--- src/rtl/count_sequencer_pkg.sv ---
// Shared types and default sizes for the counter sequencer.
package count_seq_pkg;

    localparam int WIDTH_DEF  = 8;
    localparam int HOLD_W_DEF = 8;
    localparam int PASS_W_DEF = 8;

    typedef enum logic [2:0] {
        IDLE,
        CLEAR,
        RUN,
        HOLD,
        DONE
    } seq_state_t;

endpackage

--- src/rtl/count_sequencer_if.sv ---
// Control/status bundle between the register layer, the sequencer and the counter.
// master: register layer plus counter instance; slave: the sequencer.
interface count_sequencer_if
    import count_seq_pkg::*;
#(
    parameter int WIDTH  = WIDTH_DEF,
    parameter int HOLD_W = HOLD_W_DEF,
    parameter int PASS_W = PASS_W_DEF
) ();

    logic              start;
    logic              abort;
    logic [WIDTH-1:0]  target;
    logic [HOLD_W-1:0] hold_cycles;
    logic              repeat_en;
    logic [WIDTH-1:0]  count;
    logic              cnt_rst;
    logic              cnt_en;
    logic              busy;
    logic              done;
    logic [PASS_W-1:0] passes;

    modport master (
        output start, abort, target, hold_cycles, repeat_en, count,
        input  cnt_rst, cnt_en, busy, done, passes
    );

    modport slave (
        input  start, abort, target, hold_cycles, repeat_en, count,
        output cnt_rst, cnt_en, busy, done, passes
    );

endinterface

--- src/rtl/count_sequencer_dwell_timer.sv ---
// Loadable down-counter timing the HOLD dwell; last flags the final cycle.
module dwell_timer #(
    parameter int HOLD_W = 8
) (
    input  logic              clk,
    input  logic              rst_n,
    input  logic              load,
    input  logic [HOLD_W-1:0] load_val,
    input  logic              tick,
    output logic              last,
    output logic [HOLD_W-1:0] value
);

    logic [HOLD_W-1:0] value_q;

    // Load takes priority over counting; the counter parks at zero.
    always_ff @(posedge clk or negedge rst_n) begin
        if (!rst_n) begin
            value_q <= '0;
        end else if (load) begin
            value_q <= load_val;
        end else if (tick && (value_q != '0)) begin
            value_q <= value_q - HOLD_W'(1);
        end
    end

    assign value = value_q;
    assign last  = (value_q == HOLD_W'(1));

endmodule

--- src/rtl/count_sequencer.sv ---
// Sequences an external counter: clear, count to target, dwell, report, repeat.
//
// state | meaning
// IDLE  | waiting for start; outputs quiet
// CLEAR | counter rst asserted for one cycle
// RUN   | counter enabled until count equals target
// HOLD  | dwell for hold cycles, counter frozen
// DONE  | one-cycle done pulse, pass counted
module count_sequencer
    import count_seq_pkg::*;
#(
    parameter int WIDTH  = WIDTH_DEF,
    parameter int HOLD_W = HOLD_W_DEF,
    parameter int PASS_W = PASS_W_DEF
) (
    input  logic               clk,
    input  logic               rst_n,
    count_sequencer_if.slave   bus
);

    seq_state_t        state_q, state_d;
    logic [WIDTH-1:0]  target_q;
    logic [HOLD_W-1:0] hold_q;
    logic              repeat_q;
    logic [PASS_W-1:0] passes_q;

    logic              accept;
    logic              tmr_load;
    logic              tmr_tick;
    logic              tmr_last;
    logic [HOLD_W-1:0] tmr_value;
    logic              pass_inc;
    logic              at_target;

    assign at_target = (bus.count == target_q);

    dwell_timer #(.HOLD_W(HOLD_W)) u_dwell (
        .clk      (clk),
        .rst_n    (rst_n),
        .load     (tmr_load),
        .load_val (hold_q),
        .tick     (tmr_tick),
        .last     (tmr_last),
        .value    (tmr_value)
    );

    // Next-state and strobe decode; abort overrides every transition.
    always_comb begin
        state_d  = state_q;
        accept   = 1'b0;
        tmr_load = 1'b0;
        tmr_tick = 1'b0;
        pass_inc = 1'b0;
        case (state_q)
            IDLE: begin
                if (bus.start) begin
                    accept  = 1'b1;
                    state_d = CLEAR;
                end
            end
            CLEAR: state_d = RUN;
            RUN: begin
                if (at_target) begin
                    if (hold_q != '0) begin
                        tmr_load = 1'b1;
                        state_d  = HOLD;
                    end else begin
                        state_d = DONE;
                    end
                end
            end
            HOLD: begin
                tmr_tick = (tmr_value != '0);
                if (tmr_last) state_d = DONE;
            end
            DONE: begin
                pass_inc = 1'b1;
                state_d  = repeat_q ? CLEAR : IDLE;
            end
            default: state_d = IDLE;
        endcase
        if (bus.abort) begin
            state_d  = IDLE;
            accept   = 1'b0;
            tmr_load = 1'b0;
            tmr_tick = 1'b0;
        end
    end

    // State register.
    always_ff @(posedge clk or negedge rst_n) begin
        if (!rst_n) state_q <= IDLE;
        else        state_q <= state_d;
    end

    // Run configuration is captured only when a start is accepted.
    always_ff @(posedge clk or negedge rst_n) begin
        if (!rst_n) begin
            target_q <= '0;
            hold_q   <= '0;
            repeat_q <= 1'b0;
        end else if (accept) begin
            target_q <= bus.target;
            hold_q   <= bus.hold_cycles;
            repeat_q <= bus.repeat_en;
        end
    end

    // Completed-pass counter, cleared by each accepted start, kept across abort.
    always_ff @(posedge clk or negedge rst_n) begin
        if (!rst_n)        passes_q <= '0;
        else if (accept)   passes_q <= '0;
        else if (pass_inc) passes_q <= passes_q + PASS_W'(1);
    end

    // Enable drops combinationally at equality so the counter never overshoots.
    assign bus.cnt_rst = (state_q == CLEAR);
    assign bus.cnt_en  = (state_q == RUN) && !at_target && !bus.abort;
    assign bus.busy    = (state_q != IDLE);
    assign bus.done    = (state_q == DONE);
    assign bus.passes  = passes_q;

endmodule
--- src/flat_wrapper.sv ---
// flat-port wrapper written by rule: the top's interface ports become plain ports
module count_sequencer_flat import count_seq_pkg::*;
#(
    parameter int WIDTH  = WIDTH_DEF,
    parameter int HOLD_W = HOLD_W_DEF,
    parameter int PASS_W = PASS_W_DEF
)
  (clk, rst_n, bus_start, bus_abort, bus_target, bus_hold_cycles, bus_repeat_en, bus_count, bus_cnt_rst, bus_cnt_en, bus_busy, bus_done, bus_passes);
  count_sequencer_if #(.WIDTH(WIDTH), .HOLD_W(HOLD_W), .PASS_W(PASS_W)) bus_i ();
  input  logic clk;
  input  logic rst_n;
  input wire logic [$bits(bus_i.start)-1:0] bus_start;
  input wire logic [$bits(bus_i.abort)-1:0] bus_abort;
  input wire logic [$bits(bus_i.target)-1:0] bus_target;
  input wire logic [$bits(bus_i.hold_cycles)-1:0] bus_hold_cycles;
  input wire logic [$bits(bus_i.repeat_en)-1:0] bus_repeat_en;
  input wire logic [$bits(bus_i.count)-1:0] bus_count;
  output wire logic [$bits(bus_i.cnt_rst)-1:0] bus_cnt_rst;
  output wire logic [$bits(bus_i.cnt_en)-1:0] bus_cnt_en;
  output wire logic [$bits(bus_i.busy)-1:0] bus_busy;
  output wire logic [$bits(bus_i.done)-1:0] bus_done;
  output wire logic [$bits(bus_i.passes)-1:0] bus_passes;
  assign bus_i.start = bus_start;
  assign bus_i.abort = bus_abort;
  assign bus_i.target = bus_target;
  assign bus_i.hold_cycles = bus_hold_cycles;
  assign bus_i.repeat_en = bus_repeat_en;
  assign bus_i.count = bus_count;
  assign bus_cnt_rst = bus_i.cnt_rst;
  assign bus_cnt_en = bus_i.cnt_en;
  assign bus_busy = bus_i.busy;
  assign bus_done = bus_i.done;
  assign bus_passes = bus_i.passes;
  count_sequencer #(.WIDTH(WIDTH), .HOLD_W(HOLD_W), .PASS_W(PASS_W)) u_core (.clk(clk), .rst_n(rst_n), .bus(bus_i));
endmodule
--- config.mk ---
export PLATFORM = sky130hd
export DESIGN_NAME = count_sequencer_flat
export DESIGN_NICKNAME = d
export VERILOG_FILES = /design/src/rtl/count_sequencer_pkg.sv /design/src/rtl/count_sequencer_if.sv /design/src/rtl/count_sequencer_dwell_timer.sv /design/src/rtl/count_sequencer.sv /design/src/flat_wrapper.sv
export SDC_FILE = /design/constraint.sdc
export NUM_CORES = 1
export LEC_CHECK = 0
export BUFFER_PORTS_ARGS = -buffer_cell sky130_fd_sc_hd__buf_2
export CORE_MARGIN = 2
export CORE_UTILIZATION = 56
export CTS_BUF_LIST = sky130_fd_sc_hd__clkbuf_8
export DETAILED_ROUTE_END_ITERATION = 8
export GPL_TIMING_DRIVEN = 0
export MAX_ROUTING_LAYER = met4
export PLACE_DENSITY = 0.82
export SKIP_LAST_GASP = 1
export SYNTH_ARGS = -nofsm -noshare
export SYNTH_HDL_FRONTEND = slang
export SYNTH_SLANG_ARGS = --single-unit
--- constraint.sdc ---
create_clock -name clk -period 2.6 [get_ports clk]
set_input_delay 0.78 -clock clk [delete_from_list [all_inputs] [get_ports clk]]
set_output_delay 0.78 -clock clk [all_outputs]
set_load 0.01 [all_outputs]
==> impl_metrics.json <==
{
  "status": "completed",
  "clock_skew_ns": 0.0103,
  "syn_to_final_growth_pct": 20.6,
  "cp.required_ns": 1.82,
  "drive_above_1_share_pct": 37.3,
  "drv_cap": 0,
  "cts-htree-levels": 2,
  "end_kind": "primary output",
  "critPathMostFrequentCell": "buf_2",
  "synth-edff-count": 0,
  "yosys.area.top_type": "dfrtp_1",
  "clock_sinks": 36,
  "combPwrFrac_pct": 29.6,
  "core_um2": 3280,
  "synth_top_area_share_pct": 47.6,
  "syn_inst": 172,
  "cts_hold_buf": 0,
  "min_period_ns": 2.53,
  "yosys.cell_types.count": 44,
  "initial_core_util_pct": 57.6,
  "worstSetupPathType": "input port to primary output",
  "yosysWarnings": 0,
  "stdcell_count": 266,
  "cts_tree": "done",
  "cp_max_fo": 4,
  "synth_area_leaders": "dfrtp_1 48%, mux2_2 8.9%, xor2_1 6.0%, nor2_1 3.8%, ha_1 2.6%",
  "hold_class": "flip-flop to flip-flop",
  "grt_pass1_vias": 1533,
  "min_period_over_period_pct": 97.2,
  "cts_root_buffer": "clkbuf_8",
  "die-area_um2": 3860,
  "powerDensity_nw_per_um2": 817,
  "worstSkewPairLatency_ns": 0.29,
  "grt_use_total_pct": 23.0,
  "cp_slowest_stage_delay_ns": 0.29,
  "final_cell_mix": "45 x buf_2, 36 x dfrtp_1, 18 x nor2_1",
  "synth_nets": 205,
  "layout.nets": 253,
  "antenna_cells": 0,
  "finalMaxSlewViolations": 0,
  "yosysSeqAreaShare_pct": 47.6,
  "grt_max_degree": 37,
  "critPathTopFamily": "simple AND/OR/NAND/NOR gates",
  "cts.path.max_buffers": 2,
  "dp_cells": 258,
  "final_common_cell": "buf_2",
  "cts_buffers": 5,
  "worst_pin_slew_ns": 0.770,
  "firstDrtPassIters": 4,
  "setup_viol": 0,
  "synth_flop_cell": "dfrtp_1",
  "fmax_ghz": 0.396,
  "gp_congestion": 0.823,
  "dpl.hpwl_um": 2850,
  "synth.avg_cell_area_um2": 11.0,
  "cp.arrival_ns": 1.75,
  "die-width_um": 62.1,
  "num_rows": 21,
  "clkPwrFrac_pct": 23.0,
  "final_hold_viol_count": 0,
  "drt_iter0_drc": 111,
  "syn_area_um2": 1890,
  "async_flop_share_pct": 100,
  "startpoint_type": "input port",
  "ir_drop_mv": 0.503,
  "slew_headroom_pct": 48.7,
  "drc": 0,
  "synth-seq-cells": 36,
  "internal_power_mw": 1.25,
  "ios": 41,
  "die_h_um": 62.1,
  "grt.overflow.total": 0,
  "p_seq_share_pct": 47.4,
  "antenna_found_initial": 0,
  "clk_pin_slew_ns": 0.06,
  "power.switching_mw": 0.613,
  "power_mw": 1.86,
  "critical_path_buf_inv_count": 2,
  "power_switching_share_pct": 32.9,
  "cp_slowest_cell": "nor4_2",
  "via_per_inst": 5.70,
  "worstPathCellList": "buf_2 > xor2_1 > nor4_2 > and3_4 > nor2_2 > buf_2",
  "finalWirelength_um": 3990,
  "wl_per_cell_um": 15.0,
  "numPortBuffers": 40,
  "vias": 1515,
  "grt_pass1_wl_um": 6780,
  "power_leakage_nw": 1.07,
  "antenna_left": 0
}
==> synth_stat cells, types with 3 or more instances <==
cell     number
a21oi_1       5
and3_1        3
buf_2         6
dfrtp_1      36
ha_1          4
inv_1         4
mux2_2       15
nand2_1       6
nand3_1       4
nand4_1       3
nor2_1       19
nor3_1        4
nor4_1        3
o21ai_0       4
o21ai_1       4
o31ai_1       3
or4_1         4
xnor2_1       3
xor2_1       13
==> metrics by stage <==
stage / instance area, um^2 / setup WS [ns] / utilization (%) / hold slack (ns) / TNS [ns]
2_1_floorplan: 1890 / 0.323 / - / 0.469 / 0
3_3_place_gp: 2150 / -0.0544 / 65.4 / 0.497 / -0.0544
3_5_place_dp: 2150 / -0.0603 / 65.4 / 0.504 / -0.0603
4_1_cts: 2260 / 0.0267 / 68.7 / 0.518 / 0
5_1_grt: 2280 / -0.00894 / 69.4 / 0.546 / -0.00894
6_report: 2280 / 0.0727 / 69.4 / 0.516 / 0
==> flip-flops by register name, indices dropped and copies added, names as in the netlist <==
register and flops:
u_core.bus.passes 8, u_core.hold_q 8, u_core.target_q 8, u_core.u_dwell.value 8, u_core.state_q 3, u_core.repeat_q 1
==> cell families (layout without fill, tap and decap cells) <==
logic type | count (synthesis) | count (layout) | synth area share [%]
AND/OR/NAND/NOR | 63 | 63 | 20.4
flip-flops | 36 | 36 | 47.6
XOR/XNOR | 16 | 16 | 7.41
buffers and inverters | 11 | 59 | 2.58
adder cells (fa/ha/maj) | 4 | 4 | 2.65
AO/OA/AOI/OAI | 26 | 26 | 9.92
multiplexers | 16 | 16 | 9.46
==> worst paths after layout <==
check	start	end	slack [ns]	cells past startpoint
max	bus_count[2]	bus_cnt_en	0.07	6
min	u_core.hold_q[5]	u_core.u_dwell.value[5]	0.52	1
max reg2reg	u_core.u_dwell.value[0]	u_core.u_dwell.value[1]	0.58	7
min reg2reg	u_core.hold_q[5]	u_core.u_dwell.value[5]	0.52	1
max in group asynchronous	rst_n	u_core.u_dwell.value[5]	1.55	1
min in group asynchronous	rst_n	u_core.target_q[7]	0.55	1
==> final cells by class <==
cell class	count	area, um^2
Inverter	4	15.0
Clock buffer	7	96.3
Timing Repair Buffer	41	214
Tap cell	46	57.6
Sequential cell	36	901
Buffer	7	33.8
Fill cell	268	1000
Multi-Input combinational cell	125	963
==> repair_timing <==
| action | 4_1_cts | 5_1_grt |
|---|---|---|
| setup endpoints to repair | 1 | 1 |
| gates resized for setup | 2 | 3 |
| gates cloned | 0 | 0 |
| setup buffers | 0 | 1 |
| hold endpoints to repair | 0 | 0 |
| pin swaps | 1 | 3 |
==> power by group through the flow <==
| stage | sequential [mW] | combinational, mW | clock [mW] |
|---|---|---|---|
| finish | 0.882 | 0.552 | 0.429 |
| global route | 0.908 | 0.613 | 0.457 |
| CTS | 0.877 | 0.546 | 0.434 |
| detailed placement | 0.888 | 0.527 | 0 |
| global placement | 0.880 | 0.511 | 0 |
| floorplan | 0.847 | 0.408 | 0 |
==> layer usage <==
layer  track usage, %  part of all wire, %  vias up
li1                 -                    -      720
met1             28.8                   44      732
met4             11.9                  2.8        0
met3             4.35                  5.5       12
met2             35.9                   48       51
met5                -                    0        -
(Power assumes the default switching activity.)
